**config.mk**
```make
export PLATFORM = sky130hd
export DESIGN_NAME = cms_io_sequencer
export DESIGN_NICKNAME = d
export VERILOG_FILES = /design/src/rtl/cms_io_sequencer.sv
export SDC_FILE = /design/constraint.sdc
export NUM_CORES = 1
export LEC_CHECK = 0
export CORE_ASPECT_RATIO = 1.5
export CORE_MARGIN = 2
export CORE_UTILIZATION = 62
export DETAILED_ROUTE_END_ITERATION = 7
export PLACE_DENSITY = 0.9
export SETUP_SLACK_MARGIN = 0.5
export SLEW_MARGIN = 15
export SYNTH_ARGS = -nofsm -noshare
export SYNTH_HDL_FRONTEND = slang
export SYNTH_SLANG_ARGS = --single-unit
```
**constraint.sdc**
```tcl
create_clock -name clk_sys -period 4 [get_ports clk_sys]
set_input_delay 0.8 -clock clk_sys [delete_from_list [all_inputs] [get_ports clk_sys]]
set_output_delay 0.8 -clock clk_sys [all_outputs]
set_load 0.02 [all_outputs]
```
**src/rtl/cms_io_sequencer.sv**
```systemverilog
// cms_io_sequencer
// Host-side write sequencer for the CMS / Game Blaster card. Decodes the
// 16-byte I/O window, queues register writes for the two SAA1099 chips and
// replays them as cs_n/wr_n pulses on the shared chip bus.
// Optional feature macro: CMS_DETECT_EN builds the detection latches
// (offsets 6/7 write, 0xA/0xB read back) and the ID byte at offset 4.
// Without it every read returns 8'hFF and writes to 6/7 are ignored.

module cms_io_sequencer #(
   parameter int FIFO_DEPTH = 8,
   parameter int SETUP_CYC  = 1,
   parameter int LOW_CYC    = 2,
   parameter int GAP_CYC    = 2
) (
   input  logic       clk_sys,
   input  logic       rst_n,
   input  logic       io_cs,
   input  logic [3:0] io_addr,
   input  logic       io_wr,
   input  logic       io_rd,
   input  logic [7:0] io_din,
   output logic [7:0] io_dout,
   output logic       io_ready,
   output logic       ovf,
   output logic [1:0] saa_cs_n,
   output logic       saa_a0,
   output logic       saa_wr_n,
   output logic [7:0] saa_din
);

   localparam int AW      = $clog2(FIFO_DEPTH);
   localparam int MAX_CYC = (SETUP_CYC > LOW_CYC)
                            ? ((SETUP_CYC > GAP_CYC) ? SETUP_CYC : GAP_CYC)
                            : ((LOW_CYC > GAP_CYC) ? LOW_CYC : GAP_CYC);
   localparam int CW      = $clog2(MAX_CYC) + 1;

   localparam logic [AW:0]   FULL_CNT = (AW+1)'(FIFO_DEPTH);
   localparam logic [CW-1:0] SETUP_LD = CW'(SETUP_CYC - 1);
   localparam logic [CW-1:0] LOW_LD   = CW'(LOW_CYC - 1);
   localparam logic [CW-1:0] GAP_LD   = CW'(GAP_CYC - 1);

   typedef enum logic [1:0] {
      ST_IDLE,
      ST_SETUP,
      ST_LOW,
      ST_GAP
   } state_t;

   typedef struct packed {
      logic       chip;
      logic       a0;
      logic [7:0] data;
   } entry_t;

   // ------------------------------------------------------------------
   // Host-side decode
   // ------------------------------------------------------------------
   logic wr_en;
   logic rd_en;
   logic push_req;

   // A write strobe wins over a simultaneous read strobe.
   assign wr_en    = io_cs & io_wr;
   assign rd_en    = io_cs & io_rd & ~io_wr;
   // Offsets 0..3 are the chip data/address ports and go through the queue.
   assign push_req = wr_en & (io_addr[3:2] == 2'b00);

   // ------------------------------------------------------------------
   // Write queue
   // ------------------------------------------------------------------
   entry_t        mem [FIFO_DEPTH];
   logic [AW-1:0] wr_ptr;
   logic [AW-1:0] rd_ptr;
   logic [AW:0]   count;
   logic [AW:0]   count_nxt;
   logic          full;
   logic          empty;
   logic          push;
   logic          pop;
   entry_t        head;

   assign full  = (count == FULL_CNT);
   assign empty = (count == '0);
   // Fullness is judged at the start of the cycle; a same-cycle pop does
   // not make room for the push.
   assign push  = push_req & ~full;
   assign head  = mem[rd_ptr];

   // Occupancy after this cycle's push/pop.
   always_comb begin
      count_nxt = count;
      if (push && !pop) begin
         count_nxt = count + 1'b1;
      end else if (!push && pop) begin
         count_nxt = count - 1'b1;
      end
   end

   // Queue storage.
   // NOTE: storage has no reset; entries are only read once count says valid.
   always_ff @(posedge clk_sys) begin
      if (push) begin
         mem[wr_ptr] <= '{chip: io_addr[1], a0: io_addr[0], data: io_din};
      end
   end

   // Queue pointers, occupancy, ready and sticky overflow.
   // NOTE: state registers use non-blocking assignments so every flop samples
   // pre-edge values regardless of statement order.
   always_ff @(posedge clk_sys or negedge rst_n) begin
      if (!rst_n) begin
         wr_ptr   <= '0;
         rd_ptr   <= '0;
         count    <= '0;
         io_ready <= 1'b1;
         ovf      <= 1'b0;
      end else begin
         if (push) begin
            wr_ptr <= wr_ptr + 1'b1;
         end
         if (pop) begin
            rd_ptr <= rd_ptr + 1'b1;
         end
         count    <= count_nxt;
         io_ready <= (count_nxt != FULL_CNT);
         if (push_req && full) begin
            ovf <= 1'b1;
         end
      end
   end

   // ------------------------------------------------------------------
   // Chip-bus sequencer
   // ------------------------------------------------------------------
   state_t        state;
   state_t        state_nxt;
   logic [CW-1:0] cnt;
   logic [CW-1:0] cnt_nxt;
   logic [1:0]    cs_n_nxt;
   logic          wr_n_nxt;
   logic          a0_nxt;
   logic [7:0]    din_nxt;

   // State, phase counter and registered chip-bus outputs.
   always_ff @(posedge clk_sys or negedge rst_n) begin
      if (!rst_n) begin
         state    <= ST_IDLE;
         cnt      <= '0;
         saa_cs_n <= 2'b11;
         saa_wr_n <= 1'b1;
         saa_a0   <= 1'b0;
         saa_din  <= 8'h00;
      end else begin
         state    <= state_nxt;
         cnt      <= cnt_nxt;
         saa_cs_n <= cs_n_nxt;
         saa_wr_n <= wr_n_nxt;
         saa_a0   <= a0_nxt;
         saa_din  <= din_nxt;
      end
   end

   // Next state, counter reload and next chip-bus values.
   // NOTE: every output gets a hold default first so no path infers a latch.
   always_comb begin
      state_nxt = state;
      cnt_nxt   = cnt;
      cs_n_nxt  = saa_cs_n;
      wr_n_nxt  = saa_wr_n;
      a0_nxt    = saa_a0;
      din_nxt   = saa_din;
      pop       = 1'b0;
      case (state)
         ST_IDLE: begin
            if (!empty) begin
               pop       = 1'b1;
               din_nxt   = head.data;
               a0_nxt    = head.a0;
               cs_n_nxt  = head.chip ? 2'b01 : 2'b10;
               cnt_nxt   = SETUP_LD;
               state_nxt = ST_SETUP;
            end
         end
         ST_SETUP: begin
            if (cnt == '0) begin
               wr_n_nxt  = 1'b0;
               cnt_nxt   = LOW_LD;
               state_nxt = ST_LOW;
            end else begin
               cnt_nxt = cnt - 1'b1;
            end
         end
         ST_LOW: begin
            if (cnt == '0) begin
               // Data and a0 stay put through GAP for the chip's late sample.
               wr_n_nxt  = 1'b1;
               cs_n_nxt  = 2'b11;
               cnt_nxt   = GAP_LD;
               state_nxt = ST_GAP;
            end else begin
               cnt_nxt = cnt - 1'b1;
            end
         end
         ST_GAP: begin
            if (cnt == '0) begin
               state_nxt = ST_IDLE;
            end else begin
               cnt_nxt = cnt - 1'b1;
            end
         end
         default: begin
            state_nxt = ST_IDLE;
         end
      endcase
   end

   // ------------------------------------------------------------------
   // Detection latches and readback
   // ------------------------------------------------------------------
   logic [7:0] rd_data;

`ifdef CMS_DETECT_EN
   logic [7:0] det0;
   logic [7:0] det1;

   // Detection latches written directly, bypassing the queue.
   always_ff @(posedge clk_sys or negedge rst_n) begin
      if (!rst_n) begin
         det0 <= 8'h00;
         det1 <= 8'h00;
      end else if (wr_en) begin
         if (io_addr == 4'h6) begin
            det0 <= io_din;
         end
         if (io_addr == 4'h7) begin
            det1 <= io_din;
         end
      end
   end

   // Read mux: ID byte and the two detection latches.
   always_comb begin
      rd_data = 8'hFF;
      case (io_addr)
         4'h4:    rd_data = 8'h7F;
         4'hA:    rd_data = det0;
         4'hB:    rd_data = det1;
         default: rd_data = 8'hFF;
      endcase
   end
`else
   // Card looks absent to probes.
   assign rd_data = 8'hFF;
`endif

   // Registered read data, held until the next read.
   always_ff @(posedge clk_sys or negedge rst_n) begin
      if (!rst_n) begin
         io_dout <= 8'h00;
      end else if (rd_en) begin
         io_dout <= rd_data;
      end
   end

endmodule

```
==> key figures, run 1 <==
Route
  – Antenna Nets Post-Route: 0
  – Total number of vias: 2508
  – DR vias/cell: just under 6
  – Average routed wire per standard cell: between 15 and 20 um
  – Drt drc: 0
  – Starting DRT DRC Count: 166
  – Final WL: slightly above 8000 um
  – First-pass DRT Iterations: 4

Critical path
  – Data arrival, critical path: around 2.8 ns
  – Critical path class: primary input to register
  – Crit-path max FO: 9
  – CP Capture Type: register
  – WP data required: 4.29 ns
  – Crit path max-delay family: simple AND/OR/NAND/NOR gates
  – Crit start category: primary input
  – Worst-path cell chain: clkdlybuf4s50_1, nand4bb_1, a21o_1, xnor2_2, xnor2_1, or4b_1
  – Worst path bufs/invs: 1
  – Slowest-stage cell, CP: or4b_1
  – Max stage delay on crit path: 0.53 ns

Final layout
  – Final #Nets: between 300 and 400
  – Ant diodes: 0
  – Layout cell share with drive strength beyond 1: ~17%
  – Commonest non-fill, non-tap cell in the layout: edfxtp_1
  – Commonest cells after routing, fill and taps aside: 80 x edfxtp_1, 38 x clkdlybuf4s50_1, 25 x nand2_1, 25 x dfrtp_1, 20 x mux4_2
  – P&R area growth vs syn: 14.9%

Clocking
  – CTS Hold Bufs: 0
  – Post-CTS Setup Bufs: 0
  – Reg clk slew, reported paths: 0.09 ns
  – Clk sinks: 109
  – Clk_lat worst skew: roughly 0.37 ns
  – H-tree depth: 3
  – Clock Tree Buf Depth: 2
  – CTS tree: done
  – Resize count post-CTS: 0
  – Root buffer cell: clkbuf_8
  – TritonCTS Buffers: 9

Global route
  – Global-route wire length before repair: 12900 um
  – Gr usage total: 22.5%
  – Met2 Use GR: 38.7%
  – Largest net degree at the start of global routing: 30
  – Top Usage Layer GRT: met2
  – Antenna violations before repair: 0
  – Vias in the first global route: 2583
  – Met1 GRT Util: 26.8%
  – GR Util met3: under 10%
  – Remaining Overflow, GRT: 0

Timing
  – Worst-Margin Slew: ~0.96 ns
  – Setup TNS: 0 ns
  – Achievable Freq: roughly 390 MHz
  – Final period util: between 60 and 70%
  – RSZ-0062 raised after global routing: no
  – Clock Skews: 0.00747 ns
  – Hold Vio Cnt, Final: 0
  – Final min period: between 2 and 3 ns
  – Final Slew Violations: 0
  – Final setup vio count: 0
  – Slew headroom: between 30% and 40%

Floorplanning
  – Rows: 38
  – Die Area: a little over 0.008 sq mm
  – Starting Density: 63.7%
  – Die Wd: 74.1 um
  – Io pins: 39
  – Die H: ~110 um
  – Core area: 0.00718 sq mm

Power
  – Leak: ~1.9 nW
  – Total power: 3.38 mW
  – IR drop worst, VDD: between 0.0004 and 0.0005 V
  – Pwr/cell area: 644 mW/mm^2
  – Flop pwr share: 48.0%
  – Clock power share: 18.5%
  – P_sw: 1.12 mW
  – Sw frac: 33.0%
  – Cell Int Power: 2.27 mW
  – Logic pwr share: between 30% and 40%

Yosys
  – Synth warn: 0
  – Avg Inst Size Synth: around 16 sq um
  – Synthesized area: roughly 0.0046 sq mm
  – Most common flop cell mapped by yosys: edfxtp_1
  – Unique masters post-synth: 43
  – Sequential area share after synthesis: 68.5%
  – Cell count after synthesis: between 200 and 300
  – Synth Net Count: 308
  – Register bit total from synthesis: ~110
  – Post-synth ARST share: 26.6%
  – Post-synth EDFFs: 80

Run
  – Max cap viols: 0

Worst hold path
  – Hold Path Class: register to register

Placement
  – PortBufs: 38
  – Routability cong.: 0.853
  – DP HPWL: 5380 um

Run status
  – Status: finished, final reports clean
## sequential cells by signal (all words and copies together) (netlist names), 2 cells and up
| register | cells |
|---|---|
| count | 4 |
| rd_ptr | 3 |
| saa_cs_n | 2 |
| wr_ptr | 3 |
| state | 2 |
| saa_din | 8 |
| cnt | 2 |
| mem | 80 |
## power groups by stage
stage	clock network, mW	registers (mW)	logic (mW)
final	0.628	1.63	1.13
after global routing	0.682	1.66	1.24
after CTS	0.630	1.63	1.14
after detailed placement	0	1.65	1.13
after global placement	0	1.64	1.09
after floorplan	0	1.59	0.823
## cell families (layout without fill, tap and decap cells)
kind of cell | count (synthesis) | count (layout) | synth area share [%]
buffers and inverters | 28 | 76 | 3.12
xor gates and xnor gates | 6 | 6 | 1.31
DFF | 109 | 109 | 68.5
muxes | 33 | 33 | 12.7
AOI/OAI and AO/OA | 36 | 36 | 5.03
and+or+nand+nor | 57 | 57 | 6.29
adders and majority gates | 11 | 11 | 3.01
## through the flow
step,std cells,instance area (sq um),hold slack (ns),setup slack (ns),utilization [%]
floorplan,280,4570,0.473,1.18,-
global placement,412,5070,0.447,1.14,70.6
detailed placement,412,5070,0.448,1.08,70.6
CTS,428,5250,0.463,1.47,73.2
global route,428,5250,0.492,1.38,73.2
finish,428,5250,0.461,1.45,73.2
## final cells by class
class	instances	area, sq um
Clock buffer	11	131
Multi-Input combinational cell	143	1310
Timing Repair Buffer	50	470
Fill cell	452	1930
Inverter	10	37.5
Sequential cell	109	3130
Tap cell	100	125
Clock inverter	5	51.3
## per-layer routing
layer	up-vias	wire length (um)
met5	-	0
met4	0	218
met3	15	202
met2	63	4530
met1	1282	3240
li1	1148	-
## worst reg2reg max path, cell delays in order, from the launching register on
cell and delay (ns):
dfrtp_1 0.46, inv_1 0.11, ha_1 0.22, nor2b_1 0.32, a21o_1 0.34, xnor2_2 0.15, xnor2_1 0.09, or4b_1 0.53
## cell usage after synthesis (2+ instances only)
cell,count,area share [%]
dfstp_2,4,2.3
edfxtp_1,80,53
mux2i_1,11,2.4
nor2b_1,2,0.27
nor3_1,7,0.77
a21o_1,3,0.49
xnor2_1,4,0.77
o21ai_0,13,1.4
clkbuf_1,7,0.57
a21oi_1,5,0.55
nor2_1,8,0.66
buf_4,7,1.1
nand2_1,25,2.1
inv_1,10,0.82
ha_1,11,3.0
mux2_2,2,0.49
mux4_2,20,9.8
and4bb_2,2,0.55
dfrtp_1,25,14
a31o_2,2,0.38
buf_2,3,0.33
nand2b_1,4,0.55
nand3_1,3,0.33
o211ai_1,3,0.49
## path summary, 6_finish.rpt
check                         start     endpoint  slack, ns  depth (start not counted)
hold / removal             saa_wr_n     saa_wr_n       0.46                          2
min in group asynchronous     rst_n   io_dout[0]       0.82                          2
hold reg to reg            saa_wr_n     saa_wr_n       0.46                          2
setup reg to reg           count[1]     io_ready       1.70                          7
setup / recovery              io_cs     io_ready       1.45                          6
max in group asynchronous     rst_n  saa_cs_n[1]       2.85                          2
Power figures use the tool's default switching activity.
==> run 2, diff against run 1 <==
--- a/config.mk
+++ b/config.mk
@@ -7,9 +7,9 @@
 export LEC_CHECK = 0
 export CORE_ASPECT_RATIO = 1.5
 export CORE_MARGIN = 2
-export CORE_UTILIZATION = 62
+export CORE_UTILIZATION = 52
 export DETAILED_ROUTE_END_ITERATION = 7
-export PLACE_DENSITY = 0.9
+export PLACE_DENSITY = 0.81
 export SETUP_SLACK_MARGIN = 0.5
 export SLEW_MARGIN = 15
 export SYNTH_ARGS = -nofsm -noshare
==> constraint.sdc (replaced) <==
create_clock -name clk_sys -period 2.2 [get_ports clk_sys]
set_input_delay 0.44 -clock clk_sys [delete_from_list [all_inputs] [get_ports clk_sys]]
set_output_delay 0.44 -clock clk_sys [all_outputs]
set_load 0.02 [all_outputs]
==> run 2 against run 1 <==
Against the previous run:
- global-route usage down 2.5 points
- register-to-register slack lost 1.4 ns
- sequential share of layout area shrank 5.6 points
- setup slack worse by 1.2 ns
==> key figures, run 2 (synthesis gave the netlist of run 1 again) <==
Placement
  – Worst slack, placed: -0.0898 ns (-1.17 ns)
  – PortBufs: 38 (unchanged)
  – Routability cong.: 0.823 (-3.6%)
  – DP HPWL: 5520 um (+2.6%)

Timing
  – Worst-Margin Slew: 0.707 ns (-0.253 ns)
  – Final min period: 1.92 ns
  – Setup TNS: 0 ns (unchanged)
  – Final Slew Violations: 0 (unchanged)
  – Slew headroom: 52.9% (+17 points)
  – Hold Vio Cnt, Final: 0 (unchanged)
  – Clock Skews: 0.00553 ns (-0.00195 ns)
  – PnR worst setup slack: 0.282 ns (-1.17 ns)
  – Achievable Freq: 521 MHz
  – RSZ-0062 raised after global routing: yes
  – Final setup vio count: 0 (unchanged)
  – Final period util: 87.2%

Floorplanning
  – Rows: 41 (+7.9%)
  – Die Wd: 80.6 um (+8.7%)
  – Die Area: 0.00958 sq mm (+18%)
  – Core area: 0.00846 sq mm (+18%)
  – Io pins: 39 (unchanged)
  – Starting Density: 54.0% (-9.7 points)
  – Die H: 119 um (+8.9%)

Worst hold path
  – Hold Path Class: register to register

Critical path
  – Max stage delay on crit path: 0.38 ns (-0.15 ns)
  – Crit path max-delay family: simple AND/OR/NAND/NOR gates
  – Worst path bufs/invs: 3 (+2)
  – Critical path class: register to register
  – Crit start category: register
  – Data arrival, critical path: 1.98 ns (-0.86 ns)
  – CP Capture Type: register
  – Slowest-stage cell, CP: dfrtp_2
  – WP data required: 2.26 ns (-2.03 ns)
  – Crit-path max FO: 5 (-4)
  – Worst-path cell chain: inv_2, ha_4, nor2b_4, a21o_1, buf_6, nor3_4, clkbuf_16

Global route
  – Gr usage total: 20.0% (-2.5 points)
  – Antenna violations before repair: 0 (unchanged)
  – Global-route wire length before repair: 14000 um (+8.5%)
  – Largest net degree at the start of global routing: 30 (unchanged)
  – Remaining Overflow, GRT: 0 (unchanged)
  – Vias in the first global route: 2756 (+6.7%)

Clocking
  – TritonCTS Buffers: 9 (unchanged)
  – Reg clk slew, reported paths: 0.07 ns (-0.02 ns)
  – Clock Tree Buf Depth: 2 (unchanged)
  – H-tree depth: 3 (unchanged)
  – Clk_lat worst skew: 0.34 ns (-0.03 ns)
  – Root buffer cell: clkbuf_16
  – Clk sinks: 109 (unchanged)
  – CTS tree: done

Final layout
  – Register with the most flip-flops: mem
  – Top flop regs: mem x80, saa_din x8, count x4
  – Commonest non-fill, non-tap cell in the layout: edfxtp_1
  – Filler cells: 543 (+20%)
  – Layout cell share with drive strength beyond 1: 29.8% (+13 points)
  – Final #Nets: 372 (+6.0%)
  – Commonest cells after routing, fill and taps aside: 80 x edfxtp_1, 26 x dlygate4sd2_1, 24 x nand2_1
  – Number of flip-flops in the largest register: 80 (unchanged)
  – P&R area growth vs syn: 26.9%
  – Ant diodes: 0 (unchanged)

Power
  – Pwr/cell area: 1180 mW/mm^2 (+83%)
  – IR drop worst, VDD: 0.000739 V (+69%)
  – Leak: 2.12 nW (+12%)

Run status
  – Status: finished, final reports clean

Route
  – Average routed wire per standard cell: 19.7 um (+3.2%)
  – Drt drc: 0 (unchanged)
  – Final WL: 9010 um (+10%)
  – Starting DRT DRC Count: 108 (-35%)
  – Antenna Nets Post-Route: 0 (unchanged)
  – Total number of vias: 2613 (+4.2%)
  – DR vias/cell: 5.73 (-2.2%)
  – First-pass DRT Iterations: 4 (unchanged)

Run
  – Max cap viols: 0 (unchanged)
run 2: changes by cell type in the layout (fill, tap and decap cells not counted), moves of 3 or more:
cell             before  now
clkdlybuf4s50_1      38   12
dlygate4sd2_1         0   26
clkbuf_16             0   10
clkbuf_8              9    0
buf_12                0    8
buf_6                 0    6
buf_4                12   17
inv_1                10    6
inv_2                 0    4
nor3_1                7    3
nor3_4                0    4
nor2_1                8    5
nor2_4                0    3
run 2: path summary, 6_finish.rpt:
| check | startpoint | endpoint | slack [ns] | cells after the start |
|---|---|---|---|---|
| worst min register to register | saa_wr_n | saa_wr_n | 0.47 | 2 |
| worst max-delay path | count[0] | mem[2][8] | 0.28 | 7 |
| max in group asynchronous | rst_n | saa_wr_n | 1.39 | 2 |
| worst min-delay path | saa_wr_n | saa_wr_n | 0.47 | 2 |
| min in group asynchronous | rst_n | count[3] | 0.50 | 2 |
| worst max register to register | count[0] | mem[2][8] | 0.28 | 7 |
run 2: worst min-delay path, delay by kind of cell, from the launching register on:
kind	cells	cell delay (ns)
flops	1	0.37
simple gates	2	0.11
run 2: layout make-up:
type	count	area, sq um	area share, %
Clock buffer	10	229	3.94
Clock inverter	6	40.0	0.690
Inverter	10	37.5	0.647
Multi-Input combinational cell	143	1470	25.4
Sequential cell	109	3140	54.0
Tap cell	107	134	2.31
Timing Repair Buffer	71	756	13.0
run 2: layer usage:
layer / GRT usage [%] / wire [um]
met5: 0 / 0
met3: 4.09 / 346
met1: 21.3 / 3340
met4: 8.69 / 201
met2: 37.1 / 5110
run 2: power breakdown:
group	internal, mW	leakage [nW]	switching [mW]	total, mW
Sequential	2.51	1.06	0.332	2.85
Clock	0.765	0.132	0.686	1.45
Combinational	1.27	0.926	1.28	2.55
Total	4.55	2.12	2.30	6.85
run 2: what timing repair did:
action / CTS / global route
gates cloned: 1 / 1
pin swaps: 9 / 6
resized for setup: 46 / 6
endpoints found under the setup margin: 106 / 82
setup buffers: 10 / 5
hold endpoints to repair: 0 / 0
hold buffers: 0 / 0
run 2: metrics by stage:
stage / hold WS [ns] / power, mW / instances / util, % / area [sq um]
2_1_floorplan: 0.144 / 4.50 / 280 / - / 4680
3_3_place_gp: 0.448 / 5.14 / 423 / 62.7 / 5310
3_5_place_dp: 0.462 / 5.24 / 423 / 62.7 / 5310
4_1_cts: 0.472 / 6.79 / 450 / 67.6 / 5720
5_1_grt: 0.487 / 7.24 / 456 / 68.6 / 5800
6_report: 0.472 / 6.85 / 456 / 68.6 / 5800
==> run 3, diff against run 2 <==
--- a/config.mk
+++ b/config.mk
@@ -5,13 +5,15 @@
 export SDC_FILE = /design/constraint.sdc
 export NUM_CORES = 1
 export LEC_CHECK = 0
+export ABC_AREA = 1
 export CORE_ASPECT_RATIO = 1.5
 export CORE_MARGIN = 2
 export CORE_UTILIZATION = 52
 export DETAILED_ROUTE_END_ITERATION = 7
-export PLACE_DENSITY = 0.81
+export PLACE_DENSITY = 0.82
 export SETUP_SLACK_MARGIN = 0.5
 export SLEW_MARGIN = 15
 export SYNTH_ARGS = -nofsm -noshare
 export SYNTH_HDL_FRONTEND = slang
 export SYNTH_SLANG_ARGS = --single-unit
+export TNS_END_PERCENT = 10
==> run 3 against run 2 <==
Against the previous run:
- wire length is 11% higher
- combinational power is 10% higher
- total power is 5.9% higher
- highest routed layer unchanged
- cell count is 27% higher
- flip-flop and latch count stayed put
- global-route usage is 2.0 points higher
- die area is 2.1% higher
- synthesized cell count is 47% higher
- via count is 24% higher
- first-iteration DRC count grew to 3.8 times the previous value
- clock power is 17% higher
==> key figures, run 3 <==
Global route
  – Remaining Overflow, GRT: 0 (unchanged)
  – Gr usage total: 22.0% (+2.0 points)
  – Global-route wire length before repair: 15700 um (+12%)
  – Largest net degree at the start of global routing: 41 (+37%)
  – Antenna violations before repair: 0 (unchanged)
  – Vias in the first global route: 3187 (+16%)

Yosys
  – Synthesized area: 0.00467 sq mm (+2.2%)
  – Post-synth ARST share: 26.6% (unchanged)
  – Register bit total from synthesis: 109 (unchanged)
  – Count leader, synth: edfxtp_1
  – Yosys top cell by area: edfxtp_1
  – Synth top area share: 51.4% (-1.1 points)
  – Synth warn: 0 (unchanged)
  – Synth area leaders: edfxtp_1 51%, dfrtp_1 13%, nand2_1 5.1%, nor2_1 4.9%, o21ai_0 3.9%
  – Post-synth EDFFs: 80 (unchanged)
  – Avg Inst Size Synth: 11.3 sq um (-31%)
  – Most common flop cell mapped by yosys: edfxtp_1
  – Synth cell count leaders: 80 x edfxtp_1, 63 x nand2_1, 61 x nor2_1
  – Synth Net Count: 440 (+43%)
  – Unique masters post-synth: 28 (-35%)
  – Sequential area share after synthesis: 67.0% (-1.4 points)
  – Cell count after synthesis: 412 (+47%)

Route
  – First-pass DRT Iterations: 5 (+1)
  – Drt drc: 0 (unchanged)
  – Final WL: 10000 um (+11%)
  – Average routed wire per standard cell: 17.4 um (-12%)
  – DR vias/cell: 5.59 (-2.4%)
  – Starting DRT DRC Count: 410 (+280%)
  – Antenna Nets Post-Route: 0 (unchanged)
  – Total number of vias: 3233 (+24%)

Clocking
  – CTS tree: done
  – Root buffer cell: clkbuf_16
  – Clock Tree Buf Depth: 2 (unchanged)
  – TritonCTS Buffers: 9 (unchanged)
  – H-tree depth: 3 (unchanged)
  – Reg clk slew, reported paths: 0.07 ns (about the same)
  – Clk sinks: 109 (unchanged)
  – CTS Hold Bufs: 0 (unchanged)
  – Clk_lat worst skew: 0.35 ns (about the same)

Power
  – Clock power share: 23.4% (+2.2 points)
  – IR drop worst, VDD: 0.000713 V (-3.4%)
  – P_sw: 2.72 mW (+18%)
  – Leak: 2.20 nW (+3.6%)
  – Cell Int Power: 4.53 mW (-0.41%)
  – Logic pwr share: 38.8% (+1.5 points)
  – Sw frac: 37.5% (+3.9 points)
  – Flop pwr share: 37.8% (-3.7 points)
  – Pwr/cell area: 1270 mW/mm^2 (+7.9%)

Critical path
  – Crit path max-delay family: buffers and inverters
  – Data arrival, critical path: 1.45 ns (-0.53 ns)
  – Crit start category: register
  – R2r worst-path depth: 9 (+2)
  – Crit-path max FO: 1 (-4)
  – Reg-to-Reg End: io_ready
  – Worst path bufs/invs: 1 (-2)
  – Worst-path cell chain: clkdlybuf4s50_1
  – Reg-to-Reg Start: state[0]
  – Reg2reg setup slack: 0.42 ns (+0.14 ns)
  – WP data required: 1.76 ns (-0.50 ns)
  – Critical path class: register to output port
  – CP Capture Type: output port
  – Slowest-stage cell, CP: clkdlybuf4s50_1
  – Max stage delay on crit path: 0.59 ns (+0.21 ns)

Final layout
  – Register with the most flip-flops: mem
  – Number of flip-flops in the largest register: 80 (unchanged)
  – Filler cells: 623 (+15%)
  – Cell area after layout: 0.00570 sq mm (-1.9%)
  – P&R area growth vs syn: 21.9%
  – Final #Nets: 491 (+32%)
  – Layout cell share with drive strength beyond 1: 14.7% (-15 points)
  – Commonest cells after routing, fill and taps aside: 80 x edfxtp_1, 62 x nand2_1, 54 x nor2_1
  – Commonest non-fill, non-tap cell in the layout: edfxtp_1
  – Top flop regs: mem x80, saa_din x8, count x4
  – Ant diodes: 0 (unchanged)

Floorplanning
  – Die Area: 0.00978 sq mm (+2.1%)
  – Rows: 42 (+2.4%)
  – Starting Density: 53.3% (-0.79 points)
  – Die H: 120 um (+1.0%)
  – Io pins: 39 (unchanged)
  – Core area: 0.00878 sq mm (+3.7%)
  – Die Wd: 81.4 um (+1.0%)

Worst hold path
  – Worst hold start: saa_cs_n[0]
  – Worst Hold Depth: 2 (unchanged)
  – Hold Path Class: register to register
  – Hold path endpoint: saa_cs_n[0]

Timing
  – Hold Vio Cnt, Final: 0 (unchanged)
  – Achievable Freq: 528 MHz (+1.3%)
  – Clock Skews: 0.00620 ns (+0.000674 ns)
  – Final Slew Violations: 0 (unchanged)
  – Worst-Margin Slew: 0.653 ns (-0.0540 ns)
  – Final period util: 86.1% (-1.1 points)
  – RSZ-0062 raised after global routing: yes
  – Final setup vio count: 0 (unchanged)
  – Slew headroom: 56.4% (+3.5 points)
  – Final min period: 1.89 ns (-0.0237 ns)
  – Setup TNS: 0 ns (unchanged)

Placement
  – Placement Cell Area: 0.00531 sq mm (about the same)
  – PortBufs: 38 (unchanged)
  – DP HPWL: 6980 um (+26%)
  – Routability cong.: 0.863 (+4.9%)

Run
  – Max cap viols: 0 (unchanged)

Run status
  – Status: finished, final reports clean
run 3: changes by cell type after synthesis, sizes merged, moves of 9 or more:
cell / previous run / this run
nand2: 25 / 66
o211ai: 3 / 20
inv: 10 / 30
o22ai: 0 / 9
o21ai: 14 / 53
nand3: 3 / 13
nor2: 8 / 63
mux4: 20 / 0
mux2i: 11 / 0
run 3: kinds of logic (layout without fill, tap and decap cells):
group                    count (synthesis)  after routing  share of synthesized area [%]
adder cells (fa/ha/maj)                 11             11                           2.95
buffers and inverters                   53            109                           5.01
XOR/XNOR                                 4              4                          0.750
flip-flops                             109            109                           67.0
AND/OR/NAND/NOR                        149            149                           13.4
AO/OA/AOI/OAI                           86             86                           10.9
run 3: layout make-up:
| cell class | count | area [sq um] | area share [%] |
|---|---|---|---|
| clock inverters | 7 | 88.8 | 1.56 |
| clock buffers | 9 | 225 | 3.95 |
| repair buffers | 63 | 617 | 10.8 |
| inverters | 30 | 113 | 1.98 |
| flip-flops and latches | 109 | 3130 | 55.0 |
| multi-input cells | 250 | 1380 | 24.3 |
| well taps | 110 | 138 | 2.42 |
run 3: timing repair:
| item | 4_1_cts | 5_1_grt |
|---|---|---|
| endpoints found under the setup margin | 109 | 119 |
| pin swaps | 1 | 0 |
| setup buffers | 2 | 3 |
| resized for setup | 4 | 10 |
run 3: worst reg2reg max path: stages, from the launching register on:
cell     delay, ns
dfrtp_1       0.40
inv_1         0.14
ha_1          0.24
inv_1         0.09
a21oi_4       0.29
nand3_1       0.16
nand3_1       0.14
nand2_2       0.08
nor2_1        0.12
nand2_1       0.06
run 3: worst max path at each step:
| stage | startpoint | endpoint | cells past startpoint |
|---|---|---|---|
| finish | io_ready | io_ready | 1 |
| global route | io_ready | io_ready | 1 |
| CTS | saa_cs_n[1] | saa_cs_n[1] | 1 |
| detailed placement | io_wr | mem[3][6] | 8 |
| global placement | io_wr | mem[7][3] | 8 |
| floorplan | count[0] | mem[6][0] | 6 |
run 3: metal layers:
metal  track usage [%]  vias to the layer above  wire length [um]
met4              14.9                        0               419
met1              24.7                     1560              3850
met2              37.7                      116              5360
met3              2.93                       28               403
li1                  -                     1529                 -
met5                 0                        -                 0
run 3: per-stage QoR:
stage          utilization (%)  setup slack, ns  std cells  total power, mW  hold slack (ns)
6_report                  64.9            0.305        578             7.25            0.474
5_1_grt                   64.9            0.264        578             7.66            0.497
4_1_cts                   64.4            0.270        575             7.20            0.477
3_5_place_dp              60.5          -0.0568        557             5.47            0.467
3_3_place_gp              60.5          -0.0256        557             5.34            0.461
2_1_floorplan                -            0.416        412             4.63            0.144
run 3: power by group through the flow:
stage / logic [mW] / registers [mW] / clock network (mW)
final: 2.81 / 2.74 / 1.70
after global routing: 3.11 / 2.77 / 1.78
after global placement: 2.56 / 2.78 / 0
after floorplan: 1.74 / 2.88 / 0
after CTS: 2.75 / 2.74 / 1.71
after detailed placement: 2.68 / 2.79 / 0
